--- src/rtl/hazard_controller_if.sv ---
// Stage-state / control-strobe bundle between the pipeline registers and the hazard controller.
// The pipeline (master) presents stage state; the controller (slave) drives enables and flushes back.
interface hazard_controller_if;
   logic       ihit;
   logic       dhit;
   logic [4:0] id_rs;
   logic [4:0] id_rt;
   logic       ex_memread;
   logic [4:0] ex_rd;
   logic       ex_branch_taken;
   logic       mem_dreq;
   logic       mem_halt;

   logic       pc_en;
   logic       ifid_en;
   logic       idex_en;
   logic       exmem_en;
   logic       memwb_en;
   logic       ifid_flush;
   logic       idex_flush;
   logic       lw_hazard;
   logic       halted;

   modport master (
      output ihit, dhit, id_rs, id_rt, ex_memread, ex_rd, ex_branch_taken, mem_dreq, mem_halt,
      input  pc_en, ifid_en, idex_en, exmem_en, memwb_en, ifid_flush, idex_flush, lw_hazard, halted
   );

   modport slave (
      input  ihit, dhit, id_rs, id_rt, ex_memread, ex_rd, ex_branch_taken, mem_dreq, mem_halt,
      output pc_en, ifid_en, idex_en, exmem_en, memwb_en, ifid_flush, idex_flush, lw_hazard, halted
   );
endinterface

--- src/rtl/hazard_controller.sv ---
// Five-stage pipeline hazard controller: run/wait/halt FSM, combinational stall/flush strobes,
// and saturating stall/flush performance counters.
module hazard_controller #(
   parameter int CNT_W = 16
) (
   input  logic             CLK,
   input  logic             RST,
   hazard_controller_if.slave hif,
   input  logic             cnt_clr,
   output logic [CNT_W-1:0] stall_cnt,
   output logic [CNT_W-1:0] flush_cnt
);

   typedef enum logic [1:0] {RUN, DWAIT, HALT} state_t;

   state_t state;
   state_t state_next;

   logic dwait;
   logic luh;
   logic pc_en, ifid_en, idex_en, exmem_en, memwb_en;
   logic ifid_flush, idex_flush, lw_hazard, halted;
   logic stall_inc;
   logic flush_inc;

   assign dwait = hif.mem_dreq & ~hif.dhit;
   assign luh   = hif.ex_memread & (hif.ex_rd != 5'd0) &
                  ((hif.ex_rd == hif.id_rs) | (hif.ex_rd == hif.id_rt));

   always_ff @(posedge CLK or posedge RST) begin
      if (RST) begin
         state <= RUN;
      end else begin
         state <= state_next;
      end
   end

   // Strobes are forced low while reset is held so the pipeline freezes immediately.
   always_comb begin
      state_next = state;
      pc_en      = 1'b0;
      ifid_en    = 1'b0;
      idex_en    = 1'b0;
      exmem_en   = 1'b0;
      memwb_en   = 1'b0;
      ifid_flush = 1'b0;
      idex_flush = 1'b0;
      lw_hazard  = 1'b0;
      halted     = 1'b0;
      flush_inc  = 1'b0;
      if (!RST) begin
         if (state == HALT) begin
            halted = 1'b1;
         end else if (dwait) begin
            state_next = DWAIT;
         end else begin
            state_next = RUN;
            if (hif.mem_halt) begin
               memwb_en   = 1'b1;
               state_next = HALT;
            end else if (hif.ex_branch_taken) begin
               pc_en      = 1'b1;
               ifid_en    = 1'b1;
               idex_en    = 1'b1;
               exmem_en   = 1'b1;
               memwb_en   = 1'b1;
               ifid_flush = 1'b1;
               idex_flush = 1'b1;
               flush_inc  = 1'b1;
            end else if (luh) begin
               idex_en    = 1'b1;
               idex_flush = 1'b1;
               exmem_en   = 1'b1;
               memwb_en   = 1'b1;
               lw_hazard  = 1'b1;
            end else if (!hif.ihit) begin
               ifid_en    = 1'b1;
               ifid_flush = 1'b1;
               idex_en    = 1'b1;
               exmem_en   = 1'b1;
               memwb_en   = 1'b1;
            end else begin
               pc_en      = 1'b1;
               ifid_en    = 1'b1;
               idex_en    = 1'b1;
               exmem_en   = 1'b1;
               memwb_en   = 1'b1;
            end
         end
      end
   end

   assign stall_inc = ~RST & (state != HALT) & ~pc_en;

   assign hif.pc_en      = pc_en;
   assign hif.ifid_en    = ifid_en;
   assign hif.idex_en    = idex_en;
   assign hif.exmem_en   = exmem_en;
   assign hif.memwb_en   = memwb_en;
   assign hif.ifid_flush = ifid_flush;
   assign hif.idex_flush = idex_flush;
   assign hif.lw_hazard  = lw_hazard;
   assign hif.halted     = halted;

   // Counters hold at all-ones; a clear request beats a same-cycle increment.
   always_ff @(posedge CLK or posedge RST) begin
      if (RST) begin
         stall_cnt <= '0;
         flush_cnt <= '0;
      end else if (cnt_clr) begin
         stall_cnt <= '0;
         flush_cnt <= '0;
      end else begin
         if (stall_inc && (stall_cnt != '1)) begin
            stall_cnt <= stall_cnt + 1'b1;
         end
         if (flush_inc && (flush_cnt != '1)) begin
            flush_cnt <= flush_cnt + 1'b1;
         end
      end
   end

endmodule
--- src/flat_wrapper.sv ---
// flat-port wrapper written by rule: the top's interface ports become plain ports
module hazard_controller_flat 
#(
   parameter int CNT_W = 16
)
  (CLK, RST, cnt_clr, stall_cnt, flush_cnt, hif_ihit, hif_dhit, hif_id_rs, hif_id_rt, hif_ex_memread, hif_ex_rd, hif_ex_branch_taken, hif_mem_dreq, hif_mem_halt, hif_pc_en, hif_ifid_en, hif_idex_en, hif_exmem_en, hif_memwb_en, hif_ifid_flush, hif_idex_flush, hif_lw_hazard, hif_halted);
  hazard_controller_if hif_i ();
  input  logic CLK;
  input  logic RST;
  input  logic cnt_clr;
  output logic [CNT_W-1:0] stall_cnt;
  output logic [CNT_W-1:0] flush_cnt;
  input wire logic [$bits(hif_i.ihit)-1:0] hif_ihit;
  input wire logic [$bits(hif_i.dhit)-1:0] hif_dhit;
  input wire logic [$bits(hif_i.id_rs)-1:0] hif_id_rs;
  input wire logic [$bits(hif_i.id_rt)-1:0] hif_id_rt;
  input wire logic [$bits(hif_i.ex_memread)-1:0] hif_ex_memread;
  input wire logic [$bits(hif_i.ex_rd)-1:0] hif_ex_rd;
  input wire logic [$bits(hif_i.ex_branch_taken)-1:0] hif_ex_branch_taken;
  input wire logic [$bits(hif_i.mem_dreq)-1:0] hif_mem_dreq;
  input wire logic [$bits(hif_i.mem_halt)-1:0] hif_mem_halt;
  output wire logic [$bits(hif_i.pc_en)-1:0] hif_pc_en;
  output wire logic [$bits(hif_i.ifid_en)-1:0] hif_ifid_en;
  output wire logic [$bits(hif_i.idex_en)-1:0] hif_idex_en;
  output wire logic [$bits(hif_i.exmem_en)-1:0] hif_exmem_en;
  output wire logic [$bits(hif_i.memwb_en)-1:0] hif_memwb_en;
  output wire logic [$bits(hif_i.ifid_flush)-1:0] hif_ifid_flush;
  output wire logic [$bits(hif_i.idex_flush)-1:0] hif_idex_flush;
  output wire logic [$bits(hif_i.lw_hazard)-1:0] hif_lw_hazard;
  output wire logic [$bits(hif_i.halted)-1:0] hif_halted;
  assign hif_i.ihit = hif_ihit;
  assign hif_i.dhit = hif_dhit;
  assign hif_i.id_rs = hif_id_rs;
  assign hif_i.id_rt = hif_id_rt;
  assign hif_i.ex_memread = hif_ex_memread;
  assign hif_i.ex_rd = hif_ex_rd;
  assign hif_i.ex_branch_taken = hif_ex_branch_taken;
  assign hif_i.mem_dreq = hif_mem_dreq;
  assign hif_i.mem_halt = hif_mem_halt;
  assign hif_pc_en = hif_i.pc_en;
  assign hif_ifid_en = hif_i.ifid_en;
  assign hif_idex_en = hif_i.idex_en;
  assign hif_exmem_en = hif_i.exmem_en;
  assign hif_memwb_en = hif_i.memwb_en;
  assign hif_ifid_flush = hif_i.ifid_flush;
  assign hif_idex_flush = hif_i.idex_flush;
  assign hif_lw_hazard = hif_i.lw_hazard;
  assign hif_halted = hif_i.halted;
  hazard_controller #(.CNT_W(CNT_W)) u_core (.CLK(CLK), .RST(RST), .hif(hif_i), .cnt_clr(cnt_clr), .stall_cnt(stall_cnt), .flush_cnt(flush_cnt));
endmodule
--- config.mk ---
export PLATFORM = sky130hd
export DESIGN_NAME = hazard_controller_flat
export DESIGN_NICKNAME = d
export VERILOG_FILES = /design/src/rtl/hazard_controller_if.sv /design/src/rtl/hazard_controller.sv /design/src/flat_wrapper.sv
export SDC_FILE = /design/constraint.sdc
export NUM_CORES = 1
export LEC_CHECK = 0
export BUFFER_PORTS_ARGS = -buffer_cell sky130_fd_sc_hd__buf_2
export CAP_MARGIN = 20
export CORE_UTILIZATION = 23
export CTS_CLUSTER_DIAMETER = 60
export DETAILED_ROUTE_END_ITERATION = 7
export PLACE_DENSITY_LB_ADDON = 0.05
export SLEW_MARGIN = 15
export SYNTH_ARGS = -nofsm -noshare
export SYNTH_HDL_FRONTEND = slang
export SYNTH_SLANG_ARGS = --single-unit
--- constraint.sdc ---
create_clock -name CLK -period 2.7 [get_ports CLK]
set_input_delay 0.135 -clock CLK [delete_from_list [all_inputs] [get_ports CLK]]
set_output_delay 0.135 -clock CLK [all_outputs]
set_load 0.02 [all_outputs]
== After elaboration in Yosys (flattened, before gate mapping) ==
Index checks and enable logic that the tools add are counted.

* Reduce and logical (&&, ||, !) cells: 6
* Multiplexer cells: 51
* Equality and inequality tests: 6
* $lt $le $gt $ge: 0
* $mul: 0
* Divide/modulo/power cells: 0
* Add/sub/neg operators: 2
* Shifts and indexed selects: 0
* Bitwise logic cells: 10

{| class="wikitable"
|+ Operators with widths
! cell !! number
|-
| 16-bit two-way mux || 4
|-
| 1-bit two-way mux || 45
|-
| 16-bit by 1-bit adder with 16-bit output (second input constant) || 2
|-
| 16-bit inequality test (second input constant) || 2
|-
| 5-bit == test || 2
|-
| 1-bit AND || 5
|-
| 5-bit nonzero test || 1
|-
| 2-bit two-way mux || 2
|-
| 1-bit NOT || 4
|-
| 2-bit nonzero test || 2
|-
| 2-bit == test (second input constant) || 1
|-
| 1-bit logical AND || 2
|-
| 2-bit inequality test (second input constant) || 1
|-
| 2-bit AND reduction || 1
|-
| 1-bit OR || 1
|}

* ROM bits: 0
* Memories: 0
* Memory bits (writable): 0
* Input bits: 24
* Latch bits: 0
* Bits in registers: 34

== Logic depth before layout (Yosys ltp) ==
* Word-level depth: 14
* Mapped depth: 10

== Least setup slack after synthesis ==
No wires, ideal clock.

* Path kind: register -> register
* Start point: register u_core.stall_cnt[0]
* End point: register u_core.stall_cnt[12]
* Arrival time: 2.354 ns
* Period minus slack after synthesis: 2.474 ns
* Cell stages (with the launch flop): 10
* Slack: 0.226 ns
* Required time: 2.580 ns
* Setup time: 0.120 ns
* Path through: dfrtp_1 ha_1 nand4_1 nor4_1 or3_1 or4_4 nand2_1 buf_2 a311oi_1 a41o_1

* Longest elaborated chain between the ends: 3

{| class="wikitable"
|+ RTL lines
! item !! line !! source
|-
| start: declaration || hazard_controller.sv:10 || <nowiki>output logic [CNT_W-1:0] stall_cnt,</nowiki>
|-
| start signal: assignment || hazard_controller.sv:115 || <nowiki>stall_cnt <= stall_cnt + 1'b1;</nowiki>
|-
| 16-bit by 1-bit adder with 16-bit output or 16-bit inequality test (tied branches) || hazard_controller.sv:115, hazard_controller.sv:114 ||
|-
| 16-bit two-way mux or 1-bit logical AND (tied branches) || hazard_controller.sv:114 || <nowiki>if (stall_inc && (stall_cnt != '1)) begin</nowiki>
|-
| 16-bit two-way mux or 2-bit nonzero test (tied branches) || -- ||
|}

Parallel ways exist; a longest one is shown, timed or not. The select of a mux whose other input is x is not followed.
A chain may end at the register's enable or synchronous reset.

== Worst setup path after layout ==
* Start point: register u_core.stall_cnt[1]
* End point: register u_core.stall_cnt[14]

The elaborated chain is that of the path after synthesis.

==> summary.txt <==
Run status
  • Outcome: complete, no violations

Die
  • Core ar.: 8680 um^2
  • Die ar.: between 9000 and 10000 um^2
  • Initial core utilization: about a quarter
  • Die Y: around 96 um
  • Io pins: 65
  • Die X: between 90 and 100 um
  • Row count: 34

Clocking
  • Root buffer cell: clkbuf_8
  • Post-CTS Resized: 0
  • CTS max path bufs: 2
  • CTS Buf Count: 5
  • TritonCTS clock tree: built
  • CTS Hold Buffers Added: 0
  • Post-CTS setup buffer count: 0
  • Worst-path clk slew: about 0.080 ns
  • # clock sinks: 34
  • H-tree levels: 2
  • Clock Latency Late Sink: a little under 0.3 ns

Worst setup path
  • WS Path Type: flop to flop
  • Flop2flop setup slack: 0.18 ns
  • Crit-path max FO: 12
  • CP startpoint kind: flop
  • Crit end category: flop
  • Launch point of the worst reg-to-reg path: u_core.stall_cnt[1]
  • RR Endpoint: u_core.stall_cnt[14]
  • Critical Path AT: 2.70 ns
  • Crit path required time: 2.88 ns
  • Reg2Reg Depth: 9

Timing
  • RSZ-0062 raised after global routing: false
  • Final setup viols: 0
  • Worst-Margin Slew: 0.740 ns
  • Clock Skew: 0.00641 ns
  • Worst setup margin: approximately 0.18 ns
  • Worst slew margin: 50.7%
  • Setup TNS: 0 ns
  • Final hold viol count: 0
  • F_max: 397 MHz
  • Slew Viols, Final: 0
  • Fin crit period: 2.52 ns
  • Worst hold slack: 0.0173 ns
  • Final Cycle Share: 93.3%

Yosys
  • Synth top area share: roughly two fifths
  • Cells after Synth: 230
  • Synth cell types: 42
  • Seq/Total Area, Yosys: a little over two fifths
  • Cell taking the most area after synthesis: dfrtp_1
  • Total number of yosys warnings: 0
  • Synth Cell Area: 2040 um^2
  • Ys async rst share: 100%
  • Dominant cells by area after synthesis: dfrtp_1, xor2_1, nor2_1
  • Syn_area_per_cell: between 8 and 9 um^2
  • Flops & latches, synth: 34
  • Post-synth top flop: dfrtp_1
  • Synth Net Count: roughly 260
  • Number of flops mapped to enable cells by yosys: 0

Layout
  • Antenna cells: 0
  • Most frequent cells in the layout: buf_2, nor2_1, dfrtp_1
  • Ratio of cells with drive above 1 in the final layout: a little under a third
  • Post-route design area: 2590 um^2
  • Area grow syn2layout: 27.0%
  • Layout filler cell count: 984
  • # nets final: 324
  • Commonest non-fill, non-tap cell in the layout: buf_2

Place
  • Placed instance area: approximately 2500 um^2
  • Post-placement setup slack: 0.191 ns
  • Detail Placement HPWL: 3.93 mm
  • Port buffer count: 64
  • Placer Congestion: 0.701

Global route
  • Vias in the first global route: 1773
  • Gr ovfl total: 0
  • Pin count of the biggest net entering global routing: 39
  • Initial antenna violation count: 0
  • First-pass GRT wire length: 9.03 mm
  • Gr usage total: 12.9%

Route
  • Drt wl/cell: 13.7 um
  • Vias per cell: 4.58
  • WL final: 5.58 mm
  • Antenna-violating nets left: 0
  • DR iter-0 viols: 53
  • Total number of vias: roughly 1900
  • DRC viols: 0
  • Detailed Routing Iterations Pass 1: 4

Power
  • Total Power: between 1000 and 1500 uW
  • Pleak: 0.00125 uW
  • Worst ir drop on vdd: 0.153 mV
  • Pwr dens: 485 nW/um^2

Flow run
  • Max_cap viols: 0

Min path
  • Min-delay worst type: input pin to async pin
==> how the worst max path moves through the flow <==
stage / from / endpoint / slack [ns] / cells after the start
after floorplan: u_core.stall_cnt[0] / u_core.stall_cnt[12] / 0.23 / 9
after global routing: u_core.stall_cnt[1] / u_core.stall_cnt[14] / 0.09 / 9
final: u_core.stall_cnt[1] / u_core.stall_cnt[14] / 0.18 / 9
after global placement: u_core.stall_cnt[1] / u_core.stall_cnt[14] / 0.27 / 9
after detailed placement: u_core.stall_cnt[1] / u_core.stall_cnt[14] / 0.19 / 9
after CTS: u_core.stall_cnt[1] / u_core.stall_cnt[14] / 0.17 / 9
==> power breakdown <==
part           switching [uW]  internal [uW]  leakage, uW  total (uW)
sequential               24.6            532     0.000470         556
clock                     209            205    0.0000472         414
combinational             172            115     0.000729         288
==> synthesized netlist by cell type, types with 6 or more instances <==
master     n
or3_1      6
a21oi_1   12
dfrtp_1   34
xor2_1    19
nand2_1   16
nor2_1    38
clkbuf_1   6
nand4_1   17
inv_1      6
o21ai_0    7
nor2b_1    6
nor3_1     6
xnor2_1    8
==> critical path, cell delays in order, from the launching register on <==
cell,delay [ns]
dfrtp_1,0.42
ha_1,0.24
nand4_1,0.11
nor4_1,0.06
or3_1,0.33
or4_4,0.56
nand2_1,0.08
buf_4,0.19
nand4_1,0.12
mux2_2,0.30
==> flip-flops by register name, summed over array words and instances (netlist names) <==
name / flops
u_core.stall_cnt: 16
u_core.state: 2
u_core.flush_cnt: 16
==> stage by stage <==
| step | cells | utilization, % |
|---|---|---|
| floorplan | 230 | - |
| global placement | 399 | 28.8 |
| detailed placement | 399 | 28.8 |
| CTS | 407 | 29.9 |
| global route | 407 | 29.9 |
| finish | 407 | 29.9 |
==> cell type report <==
cell class	instances	area, um^2	area share (%)
clock buffers	6	82.6	3.18
clock inverters	2	12.5	0.482
inverters	7	31.3	1.21
flip-flops and latches	34	851	32.8
repair buffers	71	373	14.4
multi-input cells	179	1110	42.7
well taps	108	135	5.21
==> cell families (layout without fill, tap and decap cells) <==
family	Yosys count	in the layout	share of synthesized area, %
AOI/OAI and AO/OA	29	29	8.82
xor gates and xnor gates	27	27	11.6
adders and majority gates	2	2	1.23
buffers and inverters	17	86	4.04
DFF	34	34	41.7
muxes	5	5	2.70
and+or+nand+nor	116	116	30.0
==> per-layer routing <==
metal  wire (um)  global-route usage [%]
met1        2840                    17.7
met2        2400                    19.7
met3         251                    3.08
met4          85                    4.48
met5           0                       0
Power figures use the tool's default switching activity.
